`src/rtl/hazard_unit_sb.sv`:
```
// Hazard unit for the 5-stage MIPS pipeline: operand forwarding, load-use and
// branch stalls, a single-entry scoreboard for the multi-cycle multiply/divide
// unit (with write-port arbitration against W), and saturating stall counters.
module hazard_unit_sb #(
  parameter int RA_W       = 5,
  parameter int MD_LATENCY = 4,
  parameter int CNT_W      = 16
) (
  input  logic            clk,
  input  logic            reset,
  input  logic [RA_W-1:0] rsD,
  input  logic [RA_W-1:0] rtD,
  input  logic [RA_W-1:0] rsE,
  input  logic [RA_W-1:0] rtE,
  input  logic [RA_W-1:0] WriteRegE,
  input  logic [RA_W-1:0] WriteRegM,
  input  logic [RA_W-1:0] WriteRegW,
  input  logic            RegWriteE,
  input  logic            RegWriteM,
  input  logic            RegWriteW,
  input  logic            MemtoRegE,
  input  logic            MemtoRegM,
  input  logic            BranchD,
  input  logic            MdStartD,
  input  logic            MdStartE,
  input  logic [RA_W-1:0] MdDstE,
  input  logic            CntClr,
  output logic [1:0]      ForwardAE,
  output logic [1:0]      ForwardBE,
  output logic            ForwardAD,
  output logic            ForwardBD,
  output logic            StallF,
  output logic            StallD,
  output logic            FlushE,
  output logic            MdBusy,
  output logic            MdWriteEn,
  output logic [RA_W-1:0] MdWriteReg,
  output logic [CNT_W-1:0] StallCntLw,
  output logic [CNT_W-1:0] StallCntBr,
  output logic [CNT_W-1:0] StallCntMd
);

  localparam logic [3:0]       MD_LAT  = 4'(MD_LATENCY);
  localparam logic [CNT_W-1:0] CNT_MAX = '1;

  // Scoreboard state: cycles left until the MD result write, and its target.
  logic [3:0]      mdCnt, mdCntNext;
  logic [RA_W-1:0] mdDst, mdDstNext;

  logic [1:0] fwdA, fwdB;
  logic       fwdAD, fwdBD;
  logic       lwStall, brStall, mdStall, stall;
  logic       mdBusy, mdWriteEn;

  // True when a nonzero register r is read by the instruction in Decode.
  function automatic logic srcHit(input logic [RA_W-1:0] r,
                                  input logic [RA_W-1:0] s,
                                  input logic [RA_W-1:0] t);
    return (r != '0) && ((r == s) || (r == t));
  endfunction

  // Execute-stage and Decode-stage forwarding selects; M beats W.
  always_comb begin
    // NOTE: every combinational output gets a default first so no path leaves it unassigned (no latch).
    fwdA = 2'b00;
    fwdB = 2'b00;
    if (rsE != '0 && rsE == WriteRegM && RegWriteM)      fwdA = 2'b10;
    else if (rsE != '0 && rsE == WriteRegW && RegWriteW) fwdA = 2'b01;
    if (rtE != '0 && rtE == WriteRegM && RegWriteM)      fwdB = 2'b10;
    else if (rtE != '0 && rtE == WriteRegW && RegWriteW) fwdB = 2'b01;
    fwdAD = (rsD != '0) && (rsD == WriteRegM) && RegWriteM;
    fwdBD = (rtD != '0) && (rtD == WriteRegM) && RegWriteM;
  end

  // Stall causes: load-use, branch operand not ready, MD result outstanding.
  always_comb begin
    lwStall   = MemtoRegE && (rtE != '0) && ((rsD == rtE) || (rtD == rtE));
    brStall   = BranchD && ((RegWriteE && srcHit(WriteRegE, rsD, rtD)) ||
                            (MemtoRegM && srcHit(WriteRegM, rsD, rtD)));
    mdBusy    = (mdCnt != 4'd0);
    // W owns the single register-file write port; the MD result waits for a free slot.
    mdWriteEn = (mdCnt == 4'd1) && !RegWriteW;
    mdStall   = mdBusy && (MdStartD || srcHit(mdDst, rsD, rtD));
    stall     = lwStall || brStall || mdStall;
  end

  // Scoreboard next state: launch, hold on port conflict, or count down.
  always_comb begin
    mdCntNext = mdCnt;
    mdDstNext = mdDst;
    if (MdStartE) begin
      // A launch while busy silently replaces the outstanding op.
      mdCntNext = MD_LAT;
      mdDstNext = MdDstE;
    end else if (mdCnt == 4'd1 && RegWriteW) begin
      mdCntNext = mdCnt;
    end else if (mdCnt != 4'd0) begin
      mdCntNext = mdCnt - 4'd1;
    end
  end

  // Scoreboard registers.
  always_ff @(posedge clk or posedge reset) begin
    // NOTE: sequential state uses non-blocking assignments so all flops see pre-edge values.
    if (reset) begin
      mdCnt <= 4'd0;
      mdDst <= '0;
    end else begin
      mdCnt <= mdCntNext;
      mdDst <= mdDstNext;
    end
  end

  // Saturating per-cause stall counters; clear wins over increment.
  always_ff @(posedge clk or posedge reset) begin
    if (reset) begin
      StallCntLw <= '0;
      StallCntBr <= '0;
      StallCntMd <= '0;
    end else if (CntClr) begin
      StallCntLw <= '0;
      StallCntBr <= '0;
      StallCntMd <= '0;
    end else begin
      if (lwStall && StallCntLw != CNT_MAX) StallCntLw <= StallCntLw + 1'b1;
      if (brStall && StallCntBr != CNT_MAX) StallCntBr <= StallCntBr + 1'b1;
      if (mdStall && StallCntMd != CNT_MAX) StallCntMd <= StallCntMd + 1'b1;
    end
  end

  // Combinational outputs are forced low while reset is held.
  always_comb begin
    ForwardAE  = reset ? 2'b00 : fwdA;
    ForwardBE  = reset ? 2'b00 : fwdB;
    ForwardAD  = !reset && fwdAD;
    ForwardBD  = !reset && fwdBD;
    StallF     = !reset && stall;
    StallD     = !reset && stall;
    FlushE     = !reset && stall;
    MdBusy     = !reset && mdBusy;
    MdWriteEn  = !reset && mdWriteEn;
    MdWriteReg = reset ? '0 : mdDst;
  end

endmodule

```
`config.mk`:
```
export PLATFORM = sky130hd
export DESIGN_NAME = hazard_unit_sb
export DESIGN_NICKNAME = d
export VERILOG_FILES = /design/src/rtl/hazard_unit_sb.sv
export SDC_FILE = /design/constraint.sdc
export NUM_CORES = 1
export LEC_CHECK = 0
export CAP_MARGIN = 20
export CORE_UTILIZATION = 30
export CTS_BUF_LIST = sky130_fd_sc_hd__clkbuf_4
export DETAILED_ROUTE_END_ITERATION = 12
export GPL_TIMING_DRIVEN = 1
export HOLD_SLACK_MARGIN = 0.02
export PLACE_DENSITY = 0.53
export SYNTH_ARGS = -nofsm -noshare
export SYNTH_HDL_FRONTEND = slang
export SYNTH_SLANG_ARGS = --single-unit
```
`constraint.sdc`:
```
create_clock -name clk -period 3 [get_ports clk]
set_input_delay 0.6 -clock clk [delete_from_list [all_inputs] [get_ports clk]]
set_output_delay 0.6 -clock clk [all_outputs]
set_load 0.03 [all_outputs]
```
# Word level (Yosys, flattened, before mapping)
# Index checks and enable logic that the tools add are counted.
# W data, S select, Z words.
[op_classes] shifts=0 n_reduce_logical=54 magnitude_cmp=0 eq_ne=19 div=0 addsub=4 mul=0 n_mux=16 n_bitwise=0
[op_table] cell="$mux W16" n=6
[op_table] cell="$eq A5 B5 Y1" n=14
[op_table] cell="$add A16 B1 Y16 const B" n=3
[op_table] cell="$ne A16 B16 Y1 const B" n=3
[op_table] cell="$reduce_bool A5 Y1" n=7
[op_table] cell="$logic_and A1 B1 Y1" n=31
[op_table] cell="$mux W4" n=3
[op_table] cell="$logic_or A1 B1 Y1" n=8
[op_table] cell="$mux W2" n=4
[op_table] cell="$reduce_bool A2 Y1" n=4
[op_table] cell="$mux W5" n=1
[op_table] cell="$eq A4 B1 Y1 const B" n=1
[op_table] cell="$reduce_bool A4 Y1" n=1
[op_table] cell="$sub A4 B1 Y4 const B" n=1
[op_table] cell="$logic_not A1 Y1" n=2
[op_table] cell="$mux W1" n=2
[op_table] cell="$ne A2 B2 Y1 const B" n=1
[op_table] cell="$reduce_and A2 Y1" n=1
[word_totals] mem_count=0 ff_bits=57 latch_bits=0 input_bits=51 rom_bits=0 output_inout_bits=64 mem_bits_rw=0 word_cells=98

# Logic depth before layout (Yosys ltp)
[depth] word_depth=9 mapped_depth=9 ltp_nobuf=7

# Worst setup path after synthesis
# OpenSTA, ideal clock, no wires.
[synth_timing] kind="input to output" startpoint="input reset" endpoint="output ForwardAD" t_required_ns=2.400 path_stages=3 t_arrival_ns=2.756 n_path_buf=0 slack_ns=-0.356 path_cell_list="inv_1 -> nand2_1 -> nor3_1"
[synth_between] elab_chain_cells=2
[synth_lines] item="from (decl)" line="10" text="input logic reset,"
[synth_lines] item="$logic_not A1 Y1" line="135" text="ForwardAD = !reset && fwdAD;"
[synth_lines] item="$logic_and A1 B1 Y1" line="135"
[synth_lines] item="to (decl)" line="30" text="output logic ForwardAD,"
# Every way passes these cells.

# Final worst setup path
[layout_timing] startpoint="input WriteRegM[3]" endpoint="output FlushE"
[layout_between] elab_chain_cells=9 elab_cells_between_ends=11 classes_between="eq/ne (2); reduce/logical (9)"
[layout_lines] item="from (decl)" line="16" text="input logic [RA_W-1:0] WriteRegM,"
[layout_lines] item="$eq A5 B5 Y1" line="59" text="return (r != '0) && ((r == s) || (r == t));"
[layout_lines] item="$logic_or A1 B1 Y1" line="59"
[layout_lines] item="$logic_and A1 B1 Y1 *" line="59"
[layout_lines] item="$logic_and A1 B1 Y1 *" line="79" text="(MemtoRegM && srcHit(WriteRegM, rsD, rtD)));"
[layout_lines] item="$logic_or A1 B1 Y1 *" line="78" text="brStall = BranchD && ((RegWriteE && srcHit(WriteRegE, rsD, rtD)) ||"
[layout_lines] item="$logic_and A1 B1 Y1 *" line="78"
[layout_lines] item="$logic_or A1 B1 Y1 * (2 in series)" line="84" text="stall = lwStall || brStall || mdStall;"
[layout_lines] item="$logic_and A1 B1 Y1 *" line="139" text="FlushE = !reset && stall;"
[layout_lines] item="to (decl)" line="34" text="output logic FlushE,"
# Mark *: on every way between the ends. The rest lies on a longest branch, timed or not.

==> impl_metrics.py <==
metrics = {
    "run_status": {
        "status": "completed",
    },
    "critical_path": {
        "required_ps": 2400,
        "crit_path_start_kind": "input port",
        "crit_arrival_ps": 2340,
        "cp_max_fo": 3,
        "end_kind": "output pin",
        "critPathKind": "input port to output pin",
        "r2r_start": "StallCntBr[0]",
        "crit_start": "WriteRegM[3]",
    },
    "sta": {
        "period_needed_ps": 2940,
        "fin_ws_ps": 62.9,
        "finalCritPeriodShare_pct": 97.9,
        "max_slew_margin_pct": 36.7,
        "fmax_ghz": 0.340,
        "hold_ws_ps": 578,
        "worstMarginPinSlew_ps": 950,
        "finalClockSkew_ps": 14.3,
        "finalSetupViolations": 0,
        "hold_violations": 0,
        "drv_slew": 0,
    },
    "min_path": {
        "min_from": "StallCntBr[15]",
        "hold_class": "flip-flop to flip-flop",
    },
    "synthesis": {
        "yosysUniqueCellTypes": 48,
        "synth_common_cells": "dfrtp_1 (57), nor2_1 (56), xor2_1 (53)",
        "synth-edff-count": 0,
        "ys_seq_elements": 57,
        "syn_area_mm2": 0.00396,
        "synth.area.top_cells": "dfrtp_1 (36%), xor2_1 (12%), xnor2_1 (8.6%)",
        "ys.warnings.count": 0,
        "synth-seq-area-share_pct": 36.0,
        "syn_inst": 447,
        "syn-num-nets": 503,
        "yosysTopAreaCell": "dfrtp_1",
        "yosysMostFrequentCell": "dfrtp_1",
        "avgSynthCellArea_um2": 8.86,
        "synth_top_area_share_pct": 36.0,
        "async_flop_share_pct": 100,
        "ys.flop_type": "dfrtp_1",
    },
    "routing": {
        "wl_per_cell_um": 14.7,
        "ant_nets": 0,
        "dr.pass1.iters": 5,
        "wl_met2_mm": 5.48,
        "drtIter0Drc": 232,
        "wl_met1_mm": 5.23,
        "vias_per_cell": 4.77,
        "drc": 0,
        "routed.top_layer": "met4",
        "drt_wl_total_mm": 11.2,
        "routed-via-count": 3647,
        "wl_met3_um": 442,
    },
    "clocking": {
        "cts.sinks": 57,
        "cts_made_buffers": 9,
        "clk_latency_ps": 390,
        "htreeDepth": 3,
        "hold_buffers": 0,
        "path_clk_slew_ps": 110,
        "cts_tree": "yes",
        "clock_path_buffers": 2,
        "root_buffer": "clkbuf_4",
    },
    "floorplan": {
        "fp.dieW_um": 117,
        "die_area_mm2": 0.0137,
        "die_h_um": 117,
        "initial_utilization_pct": 31.1,
        "core_area_mm2": 0.0127,
        "ios": 115,
        "rows": 41,
    },
    "placed_design": {
        "place_ws_ps": -683,
        "numPortBuffers": 114,
        "hpwl_mm": 8.32,
        "gp_congestion": 0.871,
    },
    "global_routing": {
        "antenna_found_initial": 1,
        "grt_pass1_wl_mm": 18.2,
        "grt_usage_pct": 17.2,
        "grt_pass1_vias": 3629,
        "grt_start_max_net_pins": 58,
        "overflow": 0,
    },
    "pwr": {
        "peakVddDrop_mv": 0.182,
        "power_density_mw_per_mm2": 344,
        "p_leak_nw": 2.32,
    },
    "final_layout": {
        "num-nets-final": 643,
        "layout-drive-gt1-share_pct": 18.2,
        "syn_to_final_growth_pct": 43.1,
    },
    "run": {
        "cap_violations": 0,
    },
}
## cell usage in the layout (no fill, tap or decap), types with 3 or more instances in the layout
master,n
mux2_2,6
xor2_1,53
or4_1,12
nor3_2,4
clkdlybuf4s50_1,82
buf_6,5
clkinvlp_4,3
nand4_1,16
a21oi_1,15
nor3_1,16
nand2_1,22
nand3_1,26
o31ai_1,6
dlygate4sd2_1,12
clkdlybuf4s15_1,4
clkbuf_4,9
xnor2_1,39
ha_1,5
nor4_1,3
nand3b_1,3
o21ai_0,6
inv_1,7
dfrtp_1,57
nor2b_1,11
buf_4,52
or3_1,3
nor2_1,53
dlymetal6s2s_1,3
and3_1,13
nor4_2,3
## cells by family after synthesis
| logic type | Yosys count | share of synthesized area [%] |
|---|---|---|
| DFF | 57 | 36.0 |
| AOI/OAI and AO/OA | 37 | 6.32 |
| xor gates and xnor gates | 92 | 20.3 |
| muxes | 10 | 2.97 |
| and+or+nand+nor | 205 | 28.0 |
| adders and majority gates | 5 | 1.58 |
| buffers and inverters | 41 | 4.77 |
## worst max-delay path: stages
cell	delay, ps
clkdlybuf4s15_1	180
or4_4	530
o211ai_2	160
a21oi_2	50
or2_1	250
o31a_1	380
buf_6	180
## stage by stage
step	instance area, um2	std cells	setup TNS (ps)	total power, mW	util [%]
after floorplan	3970	447	0	1.23	-
after detailed placement	5450	741	-1650	1.47	42.9
after global placement	5450	741	-1490	1.46	42.9
final	5670	765	0	1.95	44.6
after global routing	5670	765	-0.187	2.09	44.6
after CTS	5620	763	0	1.98	44.1
## area by class of cell
class	instances	area, um2
antenna	1	2.50
inverter	8	33.8
clock inverter	7	46.3
sequential	57	1430
multi-input combinational	349	2410
clock buffer	9	67.6
timing repair buffer	162	1470
fill	1320	7050
tap	172	215
## what timing repair did
item | in CTS | in global routing
gates resized for setup | 44 | 18
pin swaps | 11 | 17
buffers inserted | 6 | 1
setup endpoints to repair | 3 | 6
## flip-flops by register name (all words and copies together) (netlist names)
register and count:
mdDst 5, StallCntLw 16, StallCntMd 16, mdCnt 4, StallCntBr 16
## path summary, 6_finish.rpt
path | to | slack [ps] | cells after the start
max in group asynchronous | StallCntMd[14] | 1460 | 4
max reg2reg | StallCntBr[3] | 850 | 9
min | StallCntBr[15] | 580 | 2
max | FlushE | 60 | 7
min reg2reg | StallCntBr[15] | 580 | 2
min in group asynchronous | mdDst[0] | 1030 | 4
## power breakdown
group,switching (mW),internal (mW)
registers,0.0506,0.807
clock network,0.320,0.169
logic,0.320,0.280
total,0.691,1.26
## routing by layer
layer,up-vias,track usage (%)
met5,-,0
met3,4,3.14
met4,0,5.06
met2,75,29.4
li1,1821,-
met1,1747,22.0
(Power assumes the default switching activity.)
